### src/rtl/colisao_bola_if.sv
// -----------------------------------------------------------------------------
// colisao_bola_if
// Signal bundle between the game logic and the ball/target collision checker.
//   pausa            : game paused, no new evaluation starts
//   amostrar         : one-cycle evaluation request (frame tick)
//   bola_x/y/raio    : ball centre and radius, unsigned pixels
//   alvo_x/y/raio    : target centre and radius, unsigned pixels
//   alvo_ativo       : target alive; low forces a miss
//   atingiu          : registered one-cycle hit pulse
//   ocupado          : evaluation in flight
//   contagem_acertos : saturating count of hit pulses since reset
// master = requester side, slave = collision checker.
// -----------------------------------------------------------------------------
interface colisao_bola_if;
   logic       pausa;
   logic       amostrar;
   logic [9:0] bola_x;
   logic [9:0] bola_y;
   logic [9:0] bola_raio;
   logic [9:0] alvo_x;
   logic [9:0] alvo_y;
   logic [9:0] alvo_raio;
   logic       alvo_ativo;
   logic       atingiu;
   logic       ocupado;
   logic [7:0] contagem_acertos;

   modport master (
      output pausa, amostrar, bola_x, bola_y, bola_raio,
             alvo_x, alvo_y, alvo_raio, alvo_ativo,
      input  atingiu, ocupado, contagem_acertos
   );

   modport slave (
      input  pausa, amostrar, bola_x, bola_y, bola_raio,
             alvo_x, alvo_y, alvo_raio, alvo_ativo,
      output atingiu, ocupado, contagem_acertos
   );
endinterface

### src/rtl/colisao_bola.sv
// -----------------------------------------------------------------------------
// colisao_bola
// Circle-vs-circle collision checker. A request captures ball and target
// geometry, then three pipelined steps compute |dx|,|dy| and the radius sum,
// their squares, and finally compare d^2 <= (r1+r2)^2. A hit is reported as a
// one-cycle pulse, after which CARENCIA further evaluations are suppressed.
//   CLOCK_50 : system clock, rising edge
//   reset    : synchronous, active-low
//   bus      : colisao_bola_if.slave (request, geometry, hit/busy/count)
// -----------------------------------------------------------------------------
module colisao_bola #(
   parameter int unsigned CARENCIA = 4   // suppressed evaluations after a hit, 0..15
) (
   input  logic           CLOCK_50,
   input  logic           reset,
   colisao_bola_if.slave  bus
);

   typedef enum logic [1:0] {
      OCIOSO  = 2'd0,
      DIF     = 2'd1,
      QUAD    = 2'd2,
      COMPARA = 2'd3
   } estado_t;

   localparam logic [3:0] CARENCIA_4B = 4'(CARENCIA);

   estado_t     state_q, state_d;

   // captured request
   logic [9:0]  bx_q, by_q, br_q, ax_q, ay_q, ar_q;
   logic [9:0]  bx_d, by_d, br_d, ax_d, ay_d, ar_d;
   logic        ativo_q, ativo_d;

   // pipeline registers
   logic [9:0]  dx_q, dx_d, dy_q, dy_d;
   logic [10:0] soma_q, soma_d;
   logic [20:0] d2_q, d2_d;      // max 2*1023^2 = 2093058 fits 21 bits
   logic [21:0] r2_q, r2_d;      // max 2046^2   = 4186116 fits 22 bits

   // outputs and cooldown
   logic        atingiu_q, atingiu_d;
   logic        ocupado_q, ocupado_d;
   logic [7:0]  cnt_q, cnt_d;
   logic [3:0]  cd_q, cd_d;
   logic        bruto;

   // NOTE: every always_comb target gets a default first, so no path can leave
   // it unassigned and infer a latch.
   always_comb begin
      state_d   = state_q;
      bx_d      = bx_q;
      by_d      = by_q;
      br_d      = br_q;
      ax_d      = ax_q;
      ay_d      = ay_q;
      ar_d      = ar_q;
      ativo_d   = ativo_q;
      dx_d      = dx_q;
      dy_d      = dy_q;
      soma_d    = soma_q;
      d2_d      = d2_q;
      r2_d      = r2_q;
      atingiu_d = 1'b0;
      cd_d      = cd_q;
      cnt_d     = cnt_q;
      bruto     = 1'b0;

      unique case (state_q)
         OCIOSO: begin
            if (bus.amostrar && !bus.pausa) begin
               bx_d    = bus.bola_x;
               by_d    = bus.bola_y;
               br_d    = bus.bola_raio;
               ax_d    = bus.alvo_x;
               ay_d    = bus.alvo_y;
               ar_d    = bus.alvo_raio;
               ativo_d = bus.alvo_ativo;
               state_d = DIF;
            end
         end
         DIF: begin
            dx_d    = (bx_q >= ax_q) ? (bx_q - ax_q) : (ax_q - bx_q);
            dy_d    = (by_q >= ay_q) ? (by_q - ay_q) : (ay_q - by_q);
            soma_d  = {1'b0, br_q} + {1'b0, ar_q};
            state_d = QUAD;
         end
         QUAD: begin
            d2_d    = (21'(dx_q) * 21'(dx_q)) + (21'(dy_q) * 21'(dy_q));
            r2_d    = 22'(soma_q) * 22'(soma_q);
            state_d = COMPARA;
         end
         COMPARA: begin
            bruto = ativo_q && ({1'b0, d2_q} <= r2_q);
            // A hit is only reported once the cooldown has drained; any
            // evaluation (hit or miss) spends one unit of cooldown.
            if (cd_q == 4'd0 && bruto) begin
               atingiu_d = 1'b1;
               cd_d      = CARENCIA_4B;
            end else if (cd_q != 4'd0) begin
               cd_d      = cd_q - 4'd1;
            end
            state_d = OCIOSO;
         end
         default: state_d = OCIOSO;
      endcase

      if (atingiu_d && cnt_q != 8'hFF)
         cnt_d = cnt_q + 8'd1;

      ocupado_d = (state_d != OCIOSO);
   end

   // NOTE: sequential state uses non-blocking assignments so every register
   // samples the pre-edge values regardless of statement order.
   always_ff @(posedge CLOCK_50) begin
      if (!reset) begin
         state_q   <= OCIOSO;
         bx_q      <= '0;
         by_q      <= '0;
         br_q      <= '0;
         ax_q      <= '0;
         ay_q      <= '0;
         ar_q      <= '0;
         ativo_q   <= 1'b0;
         dx_q      <= '0;
         dy_q      <= '0;
         soma_q    <= '0;
         d2_q      <= '0;
         r2_q      <= '0;
         atingiu_q <= 1'b0;
         ocupado_q <= 1'b0;
         cnt_q     <= '0;
         cd_q      <= '0;
      end else begin
         state_q   <= state_d;
         bx_q      <= bx_d;
         by_q      <= by_d;
         br_q      <= br_d;
         ax_q      <= ax_d;
         ay_q      <= ay_d;
         ar_q      <= ar_d;
         ativo_q   <= ativo_d;
         dx_q      <= dx_d;
         dy_q      <= dy_d;
         soma_q    <= soma_d;
         d2_q      <= d2_d;
         r2_q      <= r2_d;
         atingiu_q <= atingiu_d;
         ocupado_q <= ocupado_d;
         cnt_q     <= cnt_d;
         cd_q      <= cd_d;
      end
   end

   assign bus.atingiu          = atingiu_q;
   assign bus.ocupado          = ocupado_q;
   assign bus.contagem_acertos = cnt_q;

endmodule

### src/flat_wrapper.sv
// flat-port wrapper written by rule: the top's interface ports become plain ports
module colisao_bola_flat 
#(
   parameter int unsigned CARENCIA = 4                                               
)
  (CLOCK_50, reset, bus_pausa, bus_amostrar, bus_bola_x, bus_bola_y, bus_bola_raio, bus_alvo_x, bus_alvo_y, bus_alvo_raio, bus_alvo_ativo, bus_atingiu, bus_ocupado, bus_contagem_acertos);
  colisao_bola_if bus_i ();
  input  logic CLOCK_50;
  input  logic reset;
  input wire logic [$bits(bus_i.pausa)-1:0] bus_pausa;
  input wire logic [$bits(bus_i.amostrar)-1:0] bus_amostrar;
  input wire logic [$bits(bus_i.bola_x)-1:0] bus_bola_x;
  input wire logic [$bits(bus_i.bola_y)-1:0] bus_bola_y;
  input wire logic [$bits(bus_i.bola_raio)-1:0] bus_bola_raio;
  input wire logic [$bits(bus_i.alvo_x)-1:0] bus_alvo_x;
  input wire logic [$bits(bus_i.alvo_y)-1:0] bus_alvo_y;
  input wire logic [$bits(bus_i.alvo_raio)-1:0] bus_alvo_raio;
  input wire logic [$bits(bus_i.alvo_ativo)-1:0] bus_alvo_ativo;
  output wire logic [$bits(bus_i.atingiu)-1:0] bus_atingiu;
  output wire logic [$bits(bus_i.ocupado)-1:0] bus_ocupado;
  output wire logic [$bits(bus_i.contagem_acertos)-1:0] bus_contagem_acertos;
  assign bus_i.pausa = bus_pausa;
  assign bus_i.amostrar = bus_amostrar;
  assign bus_i.bola_x = bus_bola_x;
  assign bus_i.bola_y = bus_bola_y;
  assign bus_i.bola_raio = bus_bola_raio;
  assign bus_i.alvo_x = bus_alvo_x;
  assign bus_i.alvo_y = bus_alvo_y;
  assign bus_i.alvo_raio = bus_alvo_raio;
  assign bus_i.alvo_ativo = bus_alvo_ativo;
  assign bus_atingiu = bus_i.atingiu;
  assign bus_ocupado = bus_i.ocupado;
  assign bus_contagem_acertos = bus_i.contagem_acertos;
  colisao_bola #(.CARENCIA(CARENCIA)) u_core (.CLOCK_50(CLOCK_50), .reset(reset), .bus(bus_i));
endmodule
### config.mk
export PLATFORM = sky130hd
export DESIGN_NAME = colisao_bola_flat
export DESIGN_NICKNAME = d
export VERILOG_FILES = /design/src/rtl/colisao_bola_if.sv /design/src/rtl/colisao_bola.sv /design/src/flat_wrapper.sv
export SDC_FILE = /design/constraint.sdc
export NUM_CORES = 1
export LEC_CHECK = 0
export CAP_MARGIN = 20
export CORE_MARGIN = 2
export CORE_UTILIZATION = 36
export DETAILED_ROUTE_END_ITERATION = 10
export PLACE_DENSITY = 0.5
export SYNTH_ARGS = -nofsm -noshare
export SYNTH_HDL_FRONTEND = slang
export SYNTH_SLANG_ARGS = --single-unit
### constraint.sdc
create_clock -name CLOCK_50 -period 18.6 [get_ports CLOCK_50]
set_input_delay 3.72 -clock CLOCK_50 [delete_from_list [all_inputs] [get_ports CLOCK_50]]
set_output_delay 3.72 -clock CLOCK_50 [all_outputs]
set_load 0.02 [all_outputs]
==> out/results.ini <==
[run_status]
outcome=completed

[die]
die_area_um2=49100
die_h_um=221
die_x_um=221
core_um2=46700
start_util_pct=36.5
io_pins=75
rows=79

[logic_synthesis]
yosysSeqAreaShare_pct=17.6
avgSynthCellArea_um2=8.51
synth_edf_count=0
syn-instance-count=2001
netlist_area_um2=17000
ys_warn_count=0
synth_top_cells_by_area=fa_1, dfxtp_1, ha_1
synth_flop_cell=dfxtp_1
yosysUniqueCellTypes=65
async_reset_ff_share_pct=0
synth_top_area_share_pct=23.3
synth_top_cell_by_area=fa_1
synth_common_cells=inv_1, nand2_1, ha_1
synth_most_common_cell=inv_1
ys_ff_latch=150

[sta]
setup_slack_ps=12070
fin_skew_ps=9.76
rsz0062_at_grt=no
finalCritPeriodShare_pct=35.1
tns_ps=0
setup_violations=0
worstMarginPinSlew_ps=855
fmaxAchievable_mhz=153
maxSlewHeadroom_pct=43.0
fin_crit_ps=6530
timing.final.max_slew_violations=0
finalHoldViolations=0

[global_route]
grt_pass1_wl_um=64500
grt_pass1_vias=13382
grt_usage_pct=15.9
grt-ovfl-total=0
antenna_found_initial=0
grt_max_degree=81

[worst_setup_path]
crit_fanout=9
critical_path.cell_chain=inv_1, nor2_1, fa_1, fa_1, inv_1, fa_1, inv_1, fa_1, fa_1, fa_1, inv_1, fa_1, inv_1, ha_1, a21oi_1, o21a_1, o21ai_0, or3_1, a21bo_2, nor4_1, a211o_1
max_stage_delay_ps=570
arrival_ps=6920
path_class=reg -> reg
worstPathRequired_ps=18990
critPathSlowestCell=dfxtp_1
endpoint_kind=register
cp-start-kind=register
crit_top_cell=fa_1

[drt]
wl_per_cell_um=14.0
vias_per_cell=4.90
detail-route-antenna-nets=0
drcViolationCount=0
drtPass1Iterations=6
routed-via-count=12919
drt_iter0_drc=517
totalWireLength_um=37000

[cts]
cts_setup_buffers=0
cts.sinks=150
clockRootBuffer=clkbuf_16
clk_pin_slew_ps=70
cts_hold_buf=0
cts.path.max_buffers=2
cts_resized=0
cts_htree_levels=4
tritoncts=done
insertion_delay_ps=440
numCtsBuffers=17

[finish]
syn_to_final_growth_pct=10.7
diodes=0
num-nets-final=2495
drive_gt1_share_pct=3.30

[job]
drv_cap=0

[pwr]
vdd_drop_max_mv=0.0906
power_density_nw_per_um2=111
p_leak_nw=9.15

[placed_design]
gp_congestion=0.817
dpl.hpwl_um=30100
io_buffers=74
dpl_worst_slack_ps=12150

[hold_path]
hold_class=reg -> reg

==> worst max-delay path: cells and delay by family (launching register included) <==
kind            cells  cell delay [ps]
fa+ha+maj           8             3760
compound gates      5              950
simple gates        3              810
flops               1              570
buf+inv             5              370
==> per-stage QoR <==
stage	hold WS (ps)	cells	area [um2]	total power, W	util, %
4_1_cts	464	2637	18800	0.00211	40.4
6_report	460	2638	18900	0.00209	40.4
3_3_place_gp	442	2604	18300	0.00173	39.1
2_1_floorplan	425	2002	17000	0.00144	-
5_1_grt	491	2638	18900	0.00232	40.4
3_5_place_dp	453	2605	18300	0.00175	39.2
==> power breakdown <==
group          internal, W  total [W]  switching [W]
logic             0.000541    0.00126       0.000714
clock network     0.000194   0.000346       0.000153
registers         0.000382   0.000484       0.000102
total              0.00112    0.00209       0.000969
==> flip-flops by register name, indices dropped and copies added, names as in the netlist, 2 cells and up <==
register	flops
u_core.bus.contagem_acertos	8
u_core.dx_q	10
u_core.ax_q	10
u_core.state_q	2
u_core.r2_q	21
u_core.bx_q	10
u_core.d2_q	21
u_core.br_q	10
u_core.ar_q	10
u_core.by_q	10
u_core.cd_q	4
u_core.soma_q	11
u_core.ay_q	10
u_core.dy_q	10
==> final cells by class <==
cell class	instances	area (um2)
well taps	607	759
clock inverters	11	113
inverters	348	1310
multi-input cells	1418	12400
flip-flops and latches	150	3000
clock buffers	21	460
repair buffers	83	816
fillers	4827	27800
==> worst paths after layout <==
path	start	to	slack, ps	cells after the start
min	u_core.br_q[5]	u_core.br_q[5]	460	2
max reg2reg	u_core.dx_q[5]	u_core.d2_q[20]	12070	21
max	u_core.dx_q[5]	u_core.d2_q[20]	12070	21
min reg2reg	u_core.br_q[5]	u_core.br_q[5]	460	2
==> layer usage <==
| layer | vias up | track usage [%] | wire, um |
|---|---|---|---|
| met5 | - | 0 | 0 |
| met2 | 155 | 27.4 | 17700 |
| met3 | 23 | 1.93 | 994 |
| met4 | 0 | 4.18 | 448 |
| li1 | 6473 | - | - |
| met1 | 6268 | 21.2 | 17900 |
==> logic make-up after synthesis <==
| group | share of synthesized area [%] |
|---|---|
| AOI/OAI and AO/OA | 12.0 |
| xor gates and xnor gates | 2.73 |
| muxes | 2.72 |
| other | 0.0220 |
| adders and majority gates | 39.0 |
| buffers and inverters | 9.66 |
| DFF | 17.6 |
| and+or+nand+nor | 16.3 |
==> cells in the final DEF, fill, tap and decap left out, types with 4 or more instances in the layout <==
master           netlist  final
inv_1                348    347
nand2_1              244    243
ha_1                 214    212
fa_1                 198    198
dfxtp_1              150    150
a21oi_1              118    118
nor2_1                90     90
and2_1                80     79
clkdlybuf4s50_1        0     73
o21ai_0               69     69
mux2i_1               44     44
xnor2_1               38     38
a21o_1                34     34
nor3_1                29     29
nand3_1               26     26
nor2b_1               21     21
nand2b_1              17     17
a211oi_1              17     17
clkbuf_16              0     17
xor2_1                15     15
and3_1                15     15
o21a_1                15     15
or3_1                 13     13
o211ai_1              13     13
nand4_1               12     12
a31oi_1               11     11
nor3b_1                8      8
buf_4                  2      8
or2_2                  6      6
o21bai_1               5      5
o31ai_1                5      5
nand4b_1               4      4
o31a_1                 4      4
a21boi_0               4      4
a211o_1                4      4
inv_6                  0      4
Note: power is estimated with default switching activity, not from simulation.
